## config.mk

```make
export PLATFORM = sky130hd
export DESIGN_NAME = osc_meas_ctrl
export DESIGN_NICKNAME = d
export VERILOG_FILES = /design/src/rtl/osc_meas_pkg.sv /design/src/rtl/osc_edge_sync.sv /design/src/rtl/osc_meas_ctrl.sv
export SDC_FILE = /design/constraint.sdc
export NUM_CORES = 1
export LEC_CHECK = 0
export BUFFER_PORTS_ARGS = -buffer_cell sky130_fd_sc_hd__buf_2
export CELL_PAD_IN_SITES_DETAIL_PLACEMENT = 1
export CELL_PAD_IN_SITES_GLOBAL_PLACEMENT = 1
export CORE_UTILIZATION = 43
export DETAILED_ROUTE_END_ITERATION = 16
export HOLD_SLACK_MARGIN = 0.05
export PLACE_DENSITY_LB_ADDON = 0.1
export SLEW_MARGIN = 0
export SYNTH_ARGS = -nofsm -noshare
export SYNTH_HDL_FRONTEND = slang
export SYNTH_SLANG_ARGS = --single-unit
```

## constraint.sdc

```tcl
create_clock -name wb_clk_i -period 2.4 [get_ports wb_clk_i]
set_clock_uncertainty 0.05 [all_clocks]
set_input_delay 0.24 -clock wb_clk_i [delete_from_list [all_inputs] [get_ports wb_clk_i]]
set_output_delay 0.24 -clock wb_clk_i [all_outputs]
set_load 0.02 [all_outputs]
```

## src/rtl/osc_meas_pkg.sv

```systemverilog
// Shared types and default widths for the ring-oscillator measurement controller.
// Optional threshold alarm in osc_meas_ctrl is enabled with OSC_MEAS_CTRL_THRESH_EN.
package osc_meas_pkg;

  localparam int CNT_W_DEF    = 16;
  localparam int SETTLE_W_DEF = 16;
  localparam int WIN_W_DEF    = 16;

  typedef enum logic [1:0] {
    IDLE    = 2'd0,
    SETTLE  = 2'd1,
    MEASURE = 2'd2
  } state_e;

endpackage

```

## src/rtl/osc_edge_sync.sv

```systemverilog
// Brings the asynchronous oscillator into wb_clk_i and emits a one-cycle pulse
// per rising edge (3 clk latency from the async edge).
module osc_edge_sync (
  input  logic wb_clk_i,
  input  logic wb_rst_i,
  input  logic osc_i,
  output logic edge_o
);

  logic r_meta, r_sync, r_prev;

  always_ff @(posedge wb_clk_i) begin
    if (wb_rst_i) begin
      r_meta <= 1'b0;
      r_sync <= 1'b0;
      r_prev <= 1'b0;
    end else begin
      r_meta <= osc_i;
      r_sync <= r_meta;
      r_prev <= r_sync;
    end
  end

  assign edge_o = r_sync & ~r_prev;

endmodule

```

## src/rtl/osc_meas_ctrl.sv

```systemverilog
// Enables the oscillator, waits a settle period, counts its rising edges over a
// window of clk cycles and publishes the result. Define OSC_MEAS_CTRL_THRESH_EN for the alarm.
module osc_meas_ctrl
  import osc_meas_pkg::*;
#(
  parameter int CNT_W    = CNT_W_DEF,
  parameter int SETTLE_W = SETTLE_W_DEF,
  parameter int WIN_W    = WIN_W_DEF
) (
  input  logic                wb_clk_i,
  input  logic                wb_rst_i,
  input  logic                start_i,
  input  logic                abort_i,
  input  logic [SETTLE_W-1:0] settle_cycles_i,
  input  logic [WIN_W-1:0]    window_cycles_i,
  input  logic                osc_i,
`ifdef OSC_MEAS_CTRL_THRESH_EN
  input  logic [CNT_W-1:0]    thr_lo_i,
  input  logic [CNT_W-1:0]    thr_hi_i,
  output logic                alarm_o,
`endif
  output logic                osc_en_o,
  output logic                busy_o,
  output logic                done_o,
  output logic [CNT_W-1:0]    count_o,
  output logic                ovf_o
);

  localparam int TMR_W = (SETTLE_W > WIN_W) ? SETTLE_W : WIN_W;

  state_e             r_state, w_state_nxt;
  logic [TMR_W-1:0]   r_tmr;
  logic [WIN_W-1:0]   r_win_m1;
  logic [CNT_W-1:0]   r_cnt, r_count, w_cnt_nxt;
  logic               r_ovf_stk, r_ovf, r_done, w_ovf_nxt;
  logic               w_edge, w_accept, w_settle_end, w_meas_end, w_cnt_sat;
  logic [SETTLE_W-1:0] w_settle_m1;
  logic [WIN_W-1:0]    w_win_m1;

  osc_edge_sync u_sync (
    .wb_clk_i (wb_clk_i),
    .wb_rst_i (wb_rst_i),
    .osc_i    (osc_i),
    .edge_o   (w_edge)
  );

  // Zero lengths behave as one cycle, so the reload value is length-1 floored at 0.
  assign w_settle_m1 = (settle_cycles_i == '0) ? '0 : settle_cycles_i - SETTLE_W'(1);
  assign w_win_m1    = (window_cycles_i == '0) ? '0 : window_cycles_i - WIN_W'(1);

  always_ff @(posedge wb_clk_i) begin
    if (wb_rst_i) r_state <= IDLE;
    else          r_state <= w_state_nxt;
  end

  always_comb begin
    w_state_nxt  = r_state;
    w_accept     = 1'b0;
    w_settle_end = 1'b0;
    w_meas_end   = 1'b0;
    case (r_state)
      IDLE: begin
        if (start_i && !abort_i) begin
          w_state_nxt = SETTLE;
          w_accept    = 1'b1;
        end
      end
      SETTLE: begin
        if (abort_i) begin
          w_state_nxt = IDLE;
        end else if (r_tmr == '0) begin
          w_state_nxt  = MEASURE;
          w_settle_end = 1'b1;
        end
      end
      MEASURE: begin
        if (abort_i) begin
          w_state_nxt = IDLE;
        end else if (r_tmr == '0) begin
          w_state_nxt = IDLE;
          w_meas_end  = 1'b1;
        end
      end
      default: w_state_nxt = IDLE;
    endcase
  end

  // Edge seen in the final MEASURE cycle still lands in the published count.
  assign w_cnt_sat = (r_cnt == '1);
  assign w_cnt_nxt = (w_edge && !w_cnt_sat) ? r_cnt + CNT_W'(1) : r_cnt;
  assign w_ovf_nxt = r_ovf_stk | (w_edge & w_cnt_sat);

  always_ff @(posedge wb_clk_i) begin
    if (wb_rst_i) begin
      r_tmr     <= '0;
      r_win_m1  <= '0;
      r_cnt     <= '0;
      r_ovf_stk <= 1'b0;
      r_count   <= '0;
      r_ovf     <= 1'b0;
      r_done    <= 1'b0;
    end else begin
      r_done <= w_meas_end;
      if (w_accept) begin
        r_tmr    <= TMR_W'(w_settle_m1);
        r_win_m1 <= w_win_m1;
      end else if (w_settle_end) begin
        r_tmr     <= TMR_W'(r_win_m1);
        r_cnt     <= '0;
        r_ovf_stk <= 1'b0;
      end else if (r_state != IDLE) begin
        r_tmr <= r_tmr - TMR_W'(1);
      end
      if (r_state == MEASURE) begin
        r_cnt     <= w_cnt_nxt;
        r_ovf_stk <= w_ovf_nxt;
      end
      if (w_meas_end) begin
        r_count <= w_cnt_nxt;
        r_ovf   <= w_ovf_nxt;
      end
    end
  end

  assign osc_en_o = (r_state != IDLE);
  assign busy_o   = (r_state != IDLE);
  assign done_o   = r_done;
  assign count_o  = r_count;
  assign ovf_o    = r_ovf;

`ifdef OSC_MEAS_CTRL_THRESH_EN
  logic r_alarm, w_alarm_now;

  // Evaluated against the freshly published result and thresholds in the done cycle.
  assign w_alarm_now = (r_count < thr_lo_i) | (r_count > thr_hi_i) | r_ovf;

  always_ff @(posedge wb_clk_i) begin
    if (wb_rst_i)    r_alarm <= 1'b0;
    else if (r_done) r_alarm <= w_alarm_now;
  end

  assign alarm_o = r_done ? w_alarm_now : r_alarm;
`endif

endmodule

```

==> results of run 1 <==
## layer usage
layer / vias to the layer above / track usage / wire length, µm
met5: - / 0 / 0
met4: 0 / 0.0713 / 181
met3: 14 / 0.0338 / 251
met2: 44 / 0.485 / 6630
met1: 1951 / 0.270 / 4910
li1: 2000 / - / -
## worst register-to-register path, delay by kind of cell, from the launching register on
family	cells	cell delay, ns
flops	1	0.37
simple gates	5	1.28
fa+ha+maj	1	0.23
compound gates	1	0.14
buf+inv	1	0.16
## cells in the mapped netlist (5+ instances only)
library cell	instances	share of area
sky130_fd_sc_hd__nor3_1	20	0.024
sky130_fd_sc_hd__nor2b_1	9	0.013
sky130_fd_sc_hd__ha_1	5	0.015
sky130_fd_sc_hd__nand4_1	10	0.015
sky130_fd_sc_hd__a22oi_1	17	0.030
sky130_fd_sc_hd__and3_1	5	0.0073
sky130_fd_sc_hd__nand2_1	21	0.019
sky130_fd_sc_hd__or3_1	11	0.016
sky130_fd_sc_hd__a211oi_2	15	0.044
sky130_fd_sc_hd__dfxtp_1	72	0.34
sky130_fd_sc_hd__nor2_1	78	0.069
sky130_fd_sc_hd__o22ai_1	5	0.0073
sky130_fd_sc_hd__nand2b_1	7	0.010
sky130_fd_sc_hd__inv_1	9	0.0079
sky130_fd_sc_hd__xor2_1	29	0.060
sky130_fd_sc_hd__a211oi_1	12	0.021
sky130_fd_sc_hd__o21ai_0	29	0.034
sky130_fd_sc_hd__nor4_1	7	0.010
sky130_fd_sc_hd__buf_2	7	0.0082
sky130_fd_sc_hd__clkbuf_1	20	0.018
sky130_fd_sc_hd__nor2_2	5	0.0073
sky130_fd_sc_hd__xnor2_1	21	0.043
sky130_fd_sc_hd__nand3_1	9	0.011
sky130_fd_sc_hd__a21oi_1	30	0.035
## state kept, by name (all words and copies together) (netlist names)
register,count
count_o,16
r_cnt,16
r_tmr,16
r_win_m1,16
r_state,2
done_o,1
ovf_o,1
r_ovf_stk,1
u_sync.r_meta,1
u_sync.r_prev,1
u_sync.r_sync,1
## per-stage QoR
stage | worst slack, ns | TNS (ns)
after floorplan | 0.271 | 0
after global placement | 0.197 | 0
after detailed placement | 0.0660 | 0
after CTS | 0.0265 | 0
after global routing | -0.0157 | -0.0157
final | 0.122 | 0
## area by class of cell
cell class,count,share of cell area
repair buffers,85,0.101
clock buffers,10,0.0252
inverters,9,0.00667
flip-flops and latches,72,0.285
clock inverters,6,0.0277
multi-input cells,402,0.523
well taps,129,0.0319
## what timing repair did
item	4_1_cts	5_1_grt
buffers inserted	0	2
gates resized for setup	1	5
endpoints found under the setup margin	1	9
cloned	0	0
endpoints found under the hold margin	0	0
## worst min path at each step
stage          slack, ns             to  depth (start not counted)
6_report            0.08  u_sync.r_meta                          2
5_1_grt              0.1  u_sync.r_meta                          2
4_1_cts             0.08  u_sync.r_meta                          2
3_5_place_dp        0.40  u_sync.r_sync                          1
3_3_place_gp        0.37  u_sync.r_sync                          1
2_1_floorplan       0.27         done_o                          1
## power groups by stage
stage	Sequential, W	Combinational (W)	Clock (W)
6_report	0.00130	0.000549	0.00128
5_1_grt	0.00130	0.000609	0.00135
4_1_cts	0.00130	0.000546	0.00131
3_5_place_dp	0.00132	0.000537	0
3_3_place_gp	0.00132	0.000516	0
2_1_floorplan	0.00131	0.000359	0
## kinds of logic (layout without fill, tap and decap cells)
group	Yosys count	count (layout)	synth area share
and+or+nand+nor	207	207	0.260
DFF	72	72	0.338
xor gates and xnor gates	50	50	0.103
muxes	5	5	0.0120
buffers and inverters	41	110	0.0452
AOI/OAI and AO/OA	135	135	0.227
adders and majority gates	5	5	0.0147
==> run_summary.xml, run 1 <==
<?xml version="1.0" encoding="UTF-8"?>
<metrics>
  <group name="cells_and_area">
    <metric name="fin_area" unit="mm²">0.00506</metric>
    <metric name="finish.net_count" unit="">621</metric>
    <metric name="highest_count_cells_in_the_layout_ignoring_fill_and_taps" unit="">sky130_fd_sc_hd__nor2_1 (78), sky130_fd_sc_hd__dfxtp_1 (72), sky130_fd_sc_hd__buf_2 (56)</metric>
    <metric name="num_antenna_cells" unit="">0</metric>
    <metric name="syn_to_final_growth" unit="%">18.8</metric>
    <metric name="final_common_cell" unit="">sky130_fd_sc_hd__nor2_1</metric>
    <metric name="multi_input_comb_area" unit="mm²">0.00265</metric>
    <metric name="nFillCells" unit="">1169</metric>
    <metric name="register_cell_area_after_layout" unit="mm²">0.00144</metric>
    <metric name="utilization" unit="">0.538</metric>
    <metric name="post_layout_nonfiller_instances" unit="">713</metric>
    <metric name="proportion_of_layout_cells_with_a_drive_suffix_above_1" unit="">0.233</metric>
  </group>
  <group name="power">
    <metric name="internal_power" unit="W">0.00228</metric>
    <metric name="clock_power_share" unit="">0.410</metric>
    <metric name="p_comb_frac" unit="">0.175</metric>
    <metric name="cellLeakagePower" unit="nW">1.91</metric>
    <metric name="p_sw" unit="W">0.000849</metric>
    <metric name="power_switching_share" unit="">0.271</metric>
    <metric name="share_seq_of_total_power" unit="">0.415</metric>
    <metric name="post-layout-total-power" unit="W">0.00313</metric>
    <metric name="pwr_density_cell" unit="mW/mm²">618</metric>
    <metric name="irDropWorstVdd" unit="V">0.000423</metric>
  </group>
  <group name="min_path">
    <metric name="worstHoldPathType" unit="">input pin to flop</metric>
    <metric name="hp-start" unit="">osc_i</metric>
  </group>
  <group name="timing">
    <metric name="worst_slew_pin_slew" unit="ns">0.626</metric>
    <metric name="headroom_to_the_max_slew_limit" unit="">0.579</metric>
    <metric name="fin_hold_ws" unit="ns">0.0762</metric>
    <metric name="timing.final.crit_share" unit="">0.949</metric>
    <metric name="finish_stage_setup_viols" unit="">0</metric>
    <metric name="hold_violations" unit="">0</metric>
    <metric name="fmax" unit="MHz">439</metric>
    <metric name="maxSlewViolCount" unit="">0</metric>
    <metric name="timing.final.crit_period" unit="ns">2.28</metric>
  </group>
  <group name="floorplanning">
    <metric name="floorplan.initialDensity" unit="">0.452</metric>
    <metric name="floorplan.die.height" unit="µm">102</metric>
    <metric name="floorplan.die.width" unit="µm">102</metric>
    <metric name="placeableCoreArea" unit="mm²">0.00942</metric>
    <metric name="row_count" unit="">35</metric>
    <metric name="io_pins" unit="">57</metric>
    <metric name="die-area" unit="mm²">0.0103</metric>
  </group>
  <group name="setup_path">
    <metric name="path_delay_family" unit="">simple AND/OR/NAND/NOR gates</metric>
    <metric name="cp_slowest_cell" unit="">sky130_fd_sc_hd__dfxtp_1</metric>
    <metric name="crit_path_start" unit="">r_cnt[1]</metric>
    <metric name="crit_fanout" unit="">6</metric>
    <metric name="worstSetupPathType" unit="">flop to flop</metric>
    <metric name="regToRegEndpoint" unit="">r_cnt[9]</metric>
    <metric name="r2r_setup_slack" unit="ns">0.12</metric>
    <metric name="crit_chain" unit="">ha_1, and4_1, nor3b_4, buf_4, nor2_1, nand3_1, or3_1, a21oi_1</metric>
    <metric name="worst_ep_arrival_time" unit="ns">2.52</metric>
    <metric name="critical_path_buf_inv_count" unit="">1</metric>
    <metric name="worstSetupEndpointType" unit="">flop</metric>
    <metric name="endpoint" unit="">r_cnt[9]</metric>
    <metric name="rr_worst_depth" unit="">8</metric>
    <metric name="required" unit="ns">2.64</metric>
    <metric name="rr_startpoint" unit="">r_cnt[1]</metric>
    <metric name="cp_slowest_stage_delay" unit="ns">0.37</metric>
    <metric name="path_depth" unit="">8</metric>
    <metric name="critPathLaunchType" unit="">flop</metric>
  </group>
  <group name="placed_design">
    <metric name="place.port_buffers" unit="">56</metric>
    <metric name="placed_cells_incl_taps" unit="">695</metric>
    <metric name="dp.final_hpwl" unit="µm">8930</metric>
    <metric name="placed_cell_area" unit="mm²">0.00476</metric>
    <metric name="gp_congestion" unit="">0.811</metric>
  </group>
  <group name="grt">
    <metric name="grt_first_pass_wirelength" unit="µm">19700</metric>
    <metric name="globalRoute.totalOverflow" unit="">0</metric>
    <metric name="globalRouteTotalUtil" unit="">0.246</metric>
    <metric name="first_global_vias" unit="">4164</metric>
    <metric name="number_of_antenna_violations_at_the_first_check_in_global_routing" unit="">0</metric>
    <metric name="grt_start_max_net_pins" unit="">35</metric>
  </group>
  <group name="synthesis">
    <metric name="yosys_warnings" unit="">0</metric>
    <metric name="post_syn_nets" unit="">557</metric>
    <metric name="syn_inst" unit="">515</metric>
    <metric name="synth_enable_flop_cells" unit="">0</metric>
    <metric name="synth.distinct_cells" unit="">61</metric>
    <metric name="most_instantiated_flip_flop_cell_in_the_synthesis_netlist" unit="">sky130_fd_sc_hd__dfxtp_1</metric>
    <metric name="sequential_fraction_of_the_synthesis_area" unit="">0.338</metric>
    <metric name="synth_area" unit="mm²">0.00426</metric>
    <metric name="postSynth.asyncResetShare" unit="">0</metric>
    <metric name="postSynthAreaPerCell" unit="µm²">8.27</metric>
    <metric name="yosys_register_bits" unit="">72</metric>
  </group>
  <group name="route">
    <metric name="detailroute.via_count" unit="">4009</metric>
    <metric name="drt_pass1_iterations" unit="">4</metric>
    <metric name="via_per_inst" unit="">5.62</metric>
    <metric name="post-route-drc-count" unit="">0</metric>
    <metric name="detail-route-antenna-nets" unit="">0</metric>
    <metric name="post_drt_wl_per_cell" unit="µm">16.8</metric>
    <metric name="finalWirelength" unit="µm">12000</metric>
    <metric name="drt-initial-drc-count" unit="">75</metric>
  </group>
  <group name="clock_network">
    <metric name="cts_tree" unit="">built</metric>
    <metric name="clock_latency_of_the_later_clocked_register_in_the_worst_skew_pair" unit="ns">0.36</metric>
    <metric name="ctsHoldBuffers" unit="">0</metric>
    <metric name="tritoncts_num_sinks" unit="">72</metric>
    <metric name="clk_pin_slew" unit="ns">0.08</metric>
    <metric name="cts-htree-levels" unit="">3</metric>
    <metric name="clock_path_buffers" unit="">2</metric>
    <metric name="clk_root_buffer_cell" unit="">sky130_fd_sc_hd__clkbuf_8</metric>
    <metric name="cts_buffers" unit="">9</metric>
  </group>
  <group name="status">
    <metric name="run_status" unit="">complete, no violations</metric>
  </group>
  <group name="run">
    <metric name="drv_cap" unit="">0</metric>
  </group>
</metrics>
(Power assumes the default switching activity.)
==> run 2: changes to the inputs <==
--- a/config.mk
+++ b/config.mk
@@ -18 +18,2 @@
 export SYNTH_SLANG_ARGS = --single-unit
+export TNS_END_PERCENT = 20
--- a/constraint.sdc
+++ b/constraint.sdc
@@ -4,2 +4,2 @@
 set_output_delay 0.24 -clock wb_clk_i [all_outputs]
-set_load 0.02 [all_outputs]
+set_load 0.005 [all_outputs]
==> run_summary.xml, run 2 (synthesis results as in run 1) <==
<?xml version="1.0" encoding="UTF-8"?>
<metrics>
  <group name="status">
    <metric name="run_status" unit="">complete, no violations</metric>
  </group>
  <group name="timing">
    <metric name="timing.final.crit_share" unit="">0.944</metric>
    <metric name="maxSlewViolCount" unit="">0</metric>
    <metric name="worst_slew_pin_slew" unit="ns">0.626</metric>
    <metric name="unrepaired_setup_endpoints_after_global_routing" unit="">no</metric>
    <metric name="totalNegativeSetupSlack" unit="ns">0</metric>
    <metric name="headroom_to_the_max_slew_limit" unit="">0.579</metric>
    <metric name="hold_violations" unit="">0</metric>
    <metric name="finish_stage_setup_viols" unit="">0</metric>
    <metric name="fmax" unit="MHz">442</metric>
    <metric name="timing.final.crit_period" unit="ns">2.26</metric>
  </group>
  <group name="setup_path">
    <metric name="required" unit="ns">2.62</metric>
    <metric name="cp_slowest_stage_delay" unit="ns">0.53</metric>
    <metric name="critPathLaunchType" unit="">flop</metric>
    <metric name="path_delay_family" unit="">simple AND/OR/NAND/NOR gates</metric>
    <metric name="worst_ep_arrival_time" unit="ns">2.48</metric>
    <metric name="crit_chain" unit="">inv_1, ha_1, or4b_4, buf_4, nor2_1, xnor2_1, o32a_1, a211oi_2</metric>
    <metric name="worstSetupPathType" unit="">flop to flop</metric>
    <metric name="cp_slowest_cell" unit="">sky130_fd_sc_hd__or4b_4</metric>
    <metric name="crit_fanout" unit="">5</metric>
    <metric name="worstSetupEndpointType" unit="">flop</metric>
    <metric name="critical_path_buf_inv_count" unit="">2</metric>
  </group>
  <group name="floorplanning">
    <metric name="io_pins" unit="">57</metric>
    <metric name="floorplan.initialDensity" unit="">0.452</metric>
    <metric name="floorplan.die.height" unit="µm">102</metric>
    <metric name="row_count" unit="">35</metric>
    <metric name="die-area" unit="mm²">0.0103</metric>
    <metric name="placeableCoreArea" unit="mm²">0.00942</metric>
    <metric name="floorplan.die.width" unit="µm">102</metric>
  </group>
  <group name="route">
    <metric name="drt-initial-drc-count" unit="">104</metric>
    <metric name="post-route-drc-count" unit="">0</metric>
    <metric name="detail-route-antenna-nets" unit="">0</metric>
    <metric name="via_per_inst" unit="">5.63</metric>
    <metric name="drt_pass1_iterations" unit="">4</metric>
    <metric name="post_drt_wl_per_cell" unit="µm">16.8</metric>
    <metric name="detailroute.via_count" unit="">4006</metric>
    <metric name="finalWirelength" unit="µm">11900</metric>
  </group>
  <group name="grt">
    <metric name="globalRouteTotalUtil" unit="">0.246</metric>
    <metric name="number_of_antenna_violations_at_the_first_check_in_global_routing" unit="">0</metric>
    <metric name="grt_first_pass_wirelength" unit="µm">19700</metric>
    <metric name="grt_start_max_net_pins" unit="">35</metric>
    <metric name="globalRoute.totalOverflow" unit="">0</metric>
    <metric name="first_global_vias" unit="">4164</metric>
  </group>
  <group name="cells_and_area">
    <metric name="nFillCells" unit="">1167</metric>
    <metric name="fin_area" unit="mm²">0.00505</metric>
    <metric name="proportion_of_layout_cells_with_a_drive_suffix_above_1" unit="">0.230</metric>
    <metric name="highest_count_cells_in_the_layout_ignoring_fill_and_taps" unit="">sky130_fd_sc_hd__nor2_1 (78), sky130_fd_sc_hd__dfxtp_1 (72), sky130_fd_sc_hd__buf_2 (56)</metric>
    <metric name="syn_to_final_growth" unit="%">18.7</metric>
    <metric name="finish.net_count" unit="">619</metric>
    <metric name="final_common_cell" unit="">sky130_fd_sc_hd__nor2_1</metric>
    <metric name="num_antenna_cells" unit="">0</metric>
  </group>
  <group name="power">
    <metric name="cellLeakagePower" unit="nW">1.90</metric>
    <metric name="post-layout-total-power" unit="W">0.00312</metric>
    <metric name="irDropWorstVdd" unit="V">0.000421</metric>
    <metric name="pwr_density_cell" unit="mW/mm²">618</metric>
  </group>
  <group name="run">
    <metric name="drv_cap" unit="">0</metric>
  </group>
  <group name="placed_design">
    <metric name="place.port_buffers" unit="">56</metric>
    <metric name="dp.final_hpwl" unit="µm">8930</metric>
    <metric name="gp_congestion" unit="">0.811</metric>
    <metric name="placed_cell_area" unit="mm²">0.00476</metric>
  </group>
  <group name="clock_network">
    <metric name="clock_latency_of_the_later_clocked_register_in_the_worst_skew_pair" unit="ns">0.35</metric>
    <metric name="cts_setup_buffers" unit="">0</metric>
    <metric name="cts_buffers" unit="">9</metric>
    <metric name="cts-htree-levels" unit="">3</metric>
    <metric name="tritoncts_num_sinks" unit="">72</metric>
    <metric name="cts_tree" unit="">built</metric>
    <metric name="clk_pin_slew" unit="ns">0.07</metric>
    <metric name="clock_path_buffers" unit="">2</metric>
    <metric name="ctsHoldBuffers" unit="">0</metric>
    <metric name="clk_root_buffer_cell" unit="">sky130_fd_sc_hd__clkbuf_8</metric>
  </group>
  <group name="min_path">
    <metric name="worstHoldPathType" unit="">input pin to flop</metric>
  </group>
</metrics>
## run 2: cell count changes in the layout (fill, tap and decap cells not counted), sizes merged
cell  before  now
buf       85   83
## run 2: report_power, final
group	total (W)	switching, W	internal (W)
logic	0.000546	0.000311	0.000235
clock network	0.00128	0.000473	0.000805
registers	0.00130	0.0000571	0.00124
total	0.00312	0.000841	0.00228
## run 2: metrics by stage
step,utilization,worst slack (ns),hold slack (ns),std cells
final,0.537,0.135,0.0799,711
after global placement,0.505,0.197,0.374,695
after floorplan,-,0.278,0.267,515
after detailed placement,0.505,0.0660,0.396,695
after CTS,0.534,0.0265,0.0830,711
after global routing,0.537,0.0206,0.0984,711
## run 2: area by class of cell
cell class | count | area [µm²] | area share
multi-input combinational | 402 | 2650 | 0.525
clock buffer | 10 | 128 | 0.0253
inverter | 9 | 33.8 | 0.00668
tap | 129 | 161 | 0.0319
timing repair buffer | 83 | 495 | 0.0980
clock inverter | 6 | 140 | 0.0277
sequential | 72 | 1440 | 0.285
## run 2: worst paths after layout
check                      from  slack (ns)  cells past startpoint             to
setup reg to reg       r_tmr[0]        0.14                      8       r_tmr[8]
setup / recovery       r_tmr[0]        0.14                      8       r_tmr[8]
hold reg to reg   u_sync.r_meta        0.41                      1  u_sync.r_sync
hold / removal            osc_i        0.08                      2  u_sync.r_meta
## run 2: what timing repair did
action                     4_1_cts  5_1_grt
setup endpoints to repair        1        9
gates resized for setup          1        6
hold endpoints to repair         0        0
## run 2: per-layer routing
layer | track usage | part of all wire
met1 | 0.270 | 0.41
met2 | 0.485 | 0.56
met3 | 0.0338 | 0.022
met4 | 0.0713 | 0.015
met5 | 0 | 0
## run 2: worst reg2reg max path: stages (launching register included)
cell and delay, ns:
sky130_fd_sc_hd__dfxtp_1 0.34, sky130_fd_sc_hd__inv_1 0.11, sky130_fd_sc_hd__ha_1 0.17, sky130_fd_sc_hd__or4b_4 0.53, sky130_fd_sc_hd__buf_4 0.19, sky130_fd_sc_hd__nor2_1 0.15
sky130_fd_sc_hd__xnor2_1 0.08, sky130_fd_sc_hd__o32a_1 0.35, sky130_fd_sc_hd__a211oi_2 0.20
==> run 3: changes to the inputs <==
CORE_UTILIZATION = 44   (was 43)
SYNTH_HIERARCHICAL = 1   (was unset)
==> run_summary.xml, run 3 <==
<?xml version="1.0" encoding="UTF-8"?>
<metrics>
  <group name="cells_and_area">
    <metric name="utilization" unit="">0.537</metric>
    <metric name="proportion_of_layout_cells_with_a_drive_suffix_above_1" unit="">0.212</metric>
    <metric name="highest_count_cells_in_the_layout_ignoring_fill_and_taps" unit="">sky130_fd_sc_hd__dfxtp_1 (72), sky130_fd_sc_hd__nor2_1 (59), sky130_fd_sc_hd__buf_2 (56)</metric>
    <metric name="final_common_cell" unit="">sky130_fd_sc_hd__dfxtp_1</metric>
    <metric name="finish.net_count" unit="">613</metric>
    <metric name="syn_to_final_growth" unit="%">16.2</metric>
    <metric name="post_layout_nonfiller_instances" unit="">705</metric>
    <metric name="num_antenna_cells" unit="">0</metric>
  </group>
  <group name="synthesis">
    <metric name="synth_area" unit="mm²">0.00433</metric>
    <metric name="synth_top_area_share" unit="">0.333</metric>
    <metric name="post_synthesis_adder_cell_area_fraction" unit="">0.0144</metric>
    <metric name="synth_top_cells_by_count" unit="">sky130_fd_sc_hd__dfxtp_1 (72), sky130_fd_sc_hd__nor2_1 (59), sky130_fd_sc_hd__nand2_1 (33)</metric>
    <metric name="synth_compound_gate_area_share" unit="">0.249</metric>
    <metric name="post_syn_nets" unit="">553</metric>
    <metric name="synthMostInstantiatedCell" unit="">sky130_fd_sc_hd__dfxtp_1</metric>
    <metric name="sequential_fraction_of_the_synthesis_area" unit="">0.333</metric>
    <metric name="synth_enable_flop_cells" unit="">0</metric>
    <metric name="largest_cells_by_area_after_synthesis" unit="">sky130_fd_sc_hd__dfxtp_1 (33%), sky130_fd_sc_hd__xnor2_1 (5.5%), sky130_fd_sc_hd__nor2_1 (5.1%), sky130_fd_sc_hd__xor2_1 (3.4%), sky130_fd_sc_hd__a211oi_2 (3.2%)</metric>
    <metric name="syn_inst" unit="">511</metric>
    <metric name="synth_area_in_simple_gates" unit="">0.266</metric>
    <metric name="post_synth_xor_area_fraction" unit="">0.0890</metric>
    <metric name="most_instantiated_flip_flop_cell_in_the_synthesis_netlist" unit="">sky130_fd_sc_hd__dfxtp_1</metric>
    <metric name="synthDominantAreaCellType" unit="">sky130_fd_sc_hd__dfxtp_1</metric>
    <metric name="postSynth.asyncResetShare" unit="">0</metric>
    <metric name="yosys_warnings" unit="">6</metric>
    <metric name="yosys_register_bits" unit="">72</metric>
    <metric name="synth_top_family_by_area" unit="">simple AND/OR/NAND/NOR gates</metric>
    <metric name="postSynthAreaPerCell" unit="µm²">8.47</metric>
    <metric name="synth.mux.area_fraction" unit="">0.00462</metric>
    <metric name="synth.distinct_cells" unit="">67</metric>
  </group>
  <group name="timing">
    <metric name="hold_violations" unit="">0</metric>
    <metric name="headroom_to_the_max_slew_limit" unit="">0.529</metric>
    <metric name="fmax" unit="MHz">435</metric>
    <metric name="unrepaired_setup_endpoints_after_global_routing" unit="">yes</metric>
    <metric name="fin_hold_ws" unit="ns">0.0931</metric>
    <metric name="finish_stage_setup_viols" unit="">0</metric>
    <metric name="timing.final.crit_share" unit="">0.958</metric>
    <metric name="maxSlewViolCount" unit="">0</metric>
    <metric name="worst_slack" unit="ns">0.101</metric>
    <metric name="timing.final.crit_period" unit="ns">2.30</metric>
    <metric name="worst_slew_pin_slew" unit="ns">0.707</metric>
  </group>
  <group name="grt">
    <metric name="gr-max-usage-layer" unit="">met2</metric>
    <metric name="globalRoute.totalOverflow" unit="">0</metric>
    <metric name="globalRouteMet1Util" unit="">0.288</metric>
    <metric name="grt_first_pass_wirelength" unit="µm">20100</metric>
    <metric name="gr-usage-met2" unit="">0.467</metric>
    <metric name="first_global_vias" unit="">4218</metric>
    <metric name="globalRouteTotalUtil" unit="">0.251</metric>
    <metric name="number_of_antenna_violations_at_the_first_check_in_global_routing" unit="">0</metric>
    <metric name="global_route_met3_usage" unit="">0.0435</metric>
    <metric name="grt_start_max_net_pins" unit="">58</metric>
  </group>
  <group name="clock_network">
    <metric name="clock_path_buffers" unit="">2</metric>
    <metric name="cts_setup_buffers" unit="">0</metric>
    <metric name="tritoncts_num_sinks" unit="">72</metric>
    <metric name="clk_root_buffer_cell" unit="">sky130_fd_sc_hd__clkbuf_8</metric>
    <metric name="cts_tree" unit="">built</metric>
    <metric name="cts_buffers" unit="">9</metric>
    <metric name="cts-htree-levels" unit="">3</metric>
    <metric name="clk_pin_slew" unit="ns">0.08</metric>
    <metric name="clock_latency_of_the_later_clocked_register_in_the_worst_skew_pair" unit="ns">0.36</metric>
  </group>
  <group name="setup_path">
    <metric name="crit_fanout" unit="">12</metric>
    <metric name="r2r_setup_slack" unit="ns">0.10</metric>
    <metric name="required" unit="ns">2.60</metric>
    <metric name="crit_path_start" unit="">r_tmr[0]</metric>
    <metric name="crit_chain" unit="">inv_1, ha_1, nor3b_4, nand4_1, o211ai_1, buf_12, a21boi_0, o21bai_1</metric>
    <metric name="cp_slowest_stage_delay" unit="ns">0.37</metric>
    <metric name="regToRegEndpoint" unit="">r_cnt[8]</metric>
    <metric name="cp_slowest_cell" unit="">sky130_fd_sc_hd__dfxtp_1</metric>
    <metric name="path_delay_family" unit="">compound AO/OA/AOI/OAI gates</metric>
    <metric name="critPathLaunchType" unit="">flop</metric>
    <metric name="rr_worst_depth" unit="">8</metric>
    <metric name="worst_ep_arrival_time" unit="ns">2.50</metric>
    <metric name="path_depth" unit="">8</metric>
    <metric name="worstSetupEndpointType" unit="">flop</metric>
    <metric name="critical_path_buf_inv_count" unit="">2</metric>
    <metric name="worstSetupPathType" unit="">flop to flop</metric>
    <metric name="rr_startpoint" unit="">r_tmr[0]</metric>
    <metric name="endpoint" unit="">r_cnt[8]</metric>
  </group>
  <group name="floorplanning">
    <metric name="floorplan.die.width" unit="µm">101</metric>
    <metric name="floorplan.die.height" unit="µm">101</metric>
    <metric name="placeableCoreArea" unit="mm²">0.00937</metric>
    <metric name="floorplan.initialDensity" unit="">0.462</metric>
    <metric name="die-area" unit="mm²">0.0102</metric>
    <metric name="io_pins" unit="">57</metric>
    <metric name="row_count" unit="">35</metric>
  </group>
  <group name="placed_design">
    <metric name="dp.final_hpwl" unit="µm">9120</metric>
    <metric name="placed_cells_incl_taps" unit="">688</metric>
    <metric name="worst_setup_slack_post_dpl" unit="ns">-0.0818</metric>
    <metric name="place.port_buffers" unit="">56</metric>
    <metric name="gp_congestion" unit="">0.841</metric>
  </group>
  <group name="route">
    <metric name="drt_pass1_iterations" unit="">4</metric>
    <metric name="detailroute.via_count" unit="">4134</metric>
    <metric name="finalWirelength" unit="µm">12200</metric>
    <metric name="post_drt_wl_per_cell" unit="µm">17.3</metric>
    <metric name="drt-initial-drc-count" unit="">126</metric>
    <metric name="detail-route-antenna-nets" unit="">0</metric>
    <metric name="post-route-drc-count" unit="">0</metric>
    <metric name="via_per_inst" unit="">5.86</metric>
  </group>
  <group name="min_path">
    <metric name="worstHoldPathType" unit="">input pin to flop</metric>
    <metric name="timing.hold.worst_path_depth" unit="">2</metric>
  </group>
  <group name="run">
    <metric name="drv_cap" unit="">0</metric>
  </group>
  <group name="power">
    <metric name="pwr_density_cell" unit="mW/mm²">558</metric>
    <metric name="cellLeakagePower" unit="nW">1.78</metric>
    <metric name="irDropWorstVdd" unit="V">0.000342</metric>
  </group>
  <group name="status">
    <metric name="run_status" unit="">complete, no violations</metric>
  </group>
</metrics>
[run 3: changes by cell type after synthesis, moves of 6 or more]
cell                       previous run  this run
sky130_fd_sc_hd__a21oi_1             30        20
sky130_fd_sc_hd__a311oi_1             1         7
sky130_fd_sc_hd__a31oi_1              3        14
sky130_fd_sc_hd__inv_1                9        15
sky130_fd_sc_hd__nand2_1             21        33
sky130_fd_sc_hd__nor2_1              78        59
sky130_fd_sc_hd__o211ai_1             1        13
sky130_fd_sc_hd__o21ai_0             29        17
sky130_fd_sc_hd__o31a_1               0         6
sky130_fd_sc_hd__or3_1               11         3
sky130_fd_sc_hd__xnor2_1             21        27
sky130_fd_sc_hd__xor2_1              29        17
[run 3: worst reg2reg max path: cells and delay by family (launching register included)]
family	cells	cell delay (ns)
AO/OA/AOI/OAI	3	0.65
buffers and inverters	2	0.29
AND/OR/NAND/NOR	2	0.62
adder cells (fa/ha/maj)	1	0.21
flip-flops	1	0.37
[run 3: metal layers]
| layer | vias to the layer above | routed length (µm) | share of wire |
|---|---|---|---|
| li1 | 2027 | - | - |
| met1 | 2003 | 5270 | 0.43 |
| met2 | 82 | 6380 | 0.52 |
| met3 | 22 | 329 | 0.027 |
| met4 | 0 | 245 | 0.020 |
| met5 | - | 0 | 0 |
[run 3: how the worst min path moves through the flow]
stage	start	end	slack, ns
floorplan	wb_rst_i	u_sync/r_meta	0.26
global placement	u_sync/r_meta	u_sync/r_sync	0.37
detailed placement	u_sync/r_meta	u_sync/r_sync	0.38
CTS	abort_i	r_state[0]	0.09
global route	abort_i	r_state[0]	0.08
finish	abort_i	r_state[0]	0.09
[run 3: kinds of logic after synthesis]
group,after synthesis
AND/OR/NAND/NOR,199
AO/OA/AOI/OAI,146
flip-flops,72
XOR/XNOR,44
buffers and inverters,43
adder cells (fa/ha/maj),5
multiplexers,2
[run 3: what timing repair did]
action / 4_1_cts / 5_1_grt
endpoints found under the hold margin: 1 / 0
gates resized for setup: 0 / 3
hold buffers: 1 / 0
setup endpoints to repair: 0 / 16
[run 3: stage by stage]
step                power [W]  setup TNS (ns)  instance area (µm²)
global route          0.00294         -0.0544                 5030
detailed placement    0.00184          -0.231                 4810
global placement      0.00182         -0.0126                 4810
floorplan             0.00166               0                 4330
finish                0.00281               0                 5030
CTS                   0.00281               0                 5020
[run 3: power breakdown]
part           total, W  switching [W]  internal, W
registers       0.00131      0.0000660      0.00124
clock network  0.000988       0.000505     0.000484
logic          0.000511       0.000291     0.000220
[run 3: layout make-up]
| class | count | area [µm²] |
|---|---|---|
| sequential | 72 | 1440 |
| multi-input combinational | 396 | 2710 |
| inverter | 15 | 56.3 |
| tap | 129 | 161 |
| clock inverter | 6 | 68.8 |
| timing repair buffer | 77 | 465 |
| fill | 1160 | 4340 |
| clock buffer | 10 | 128 |
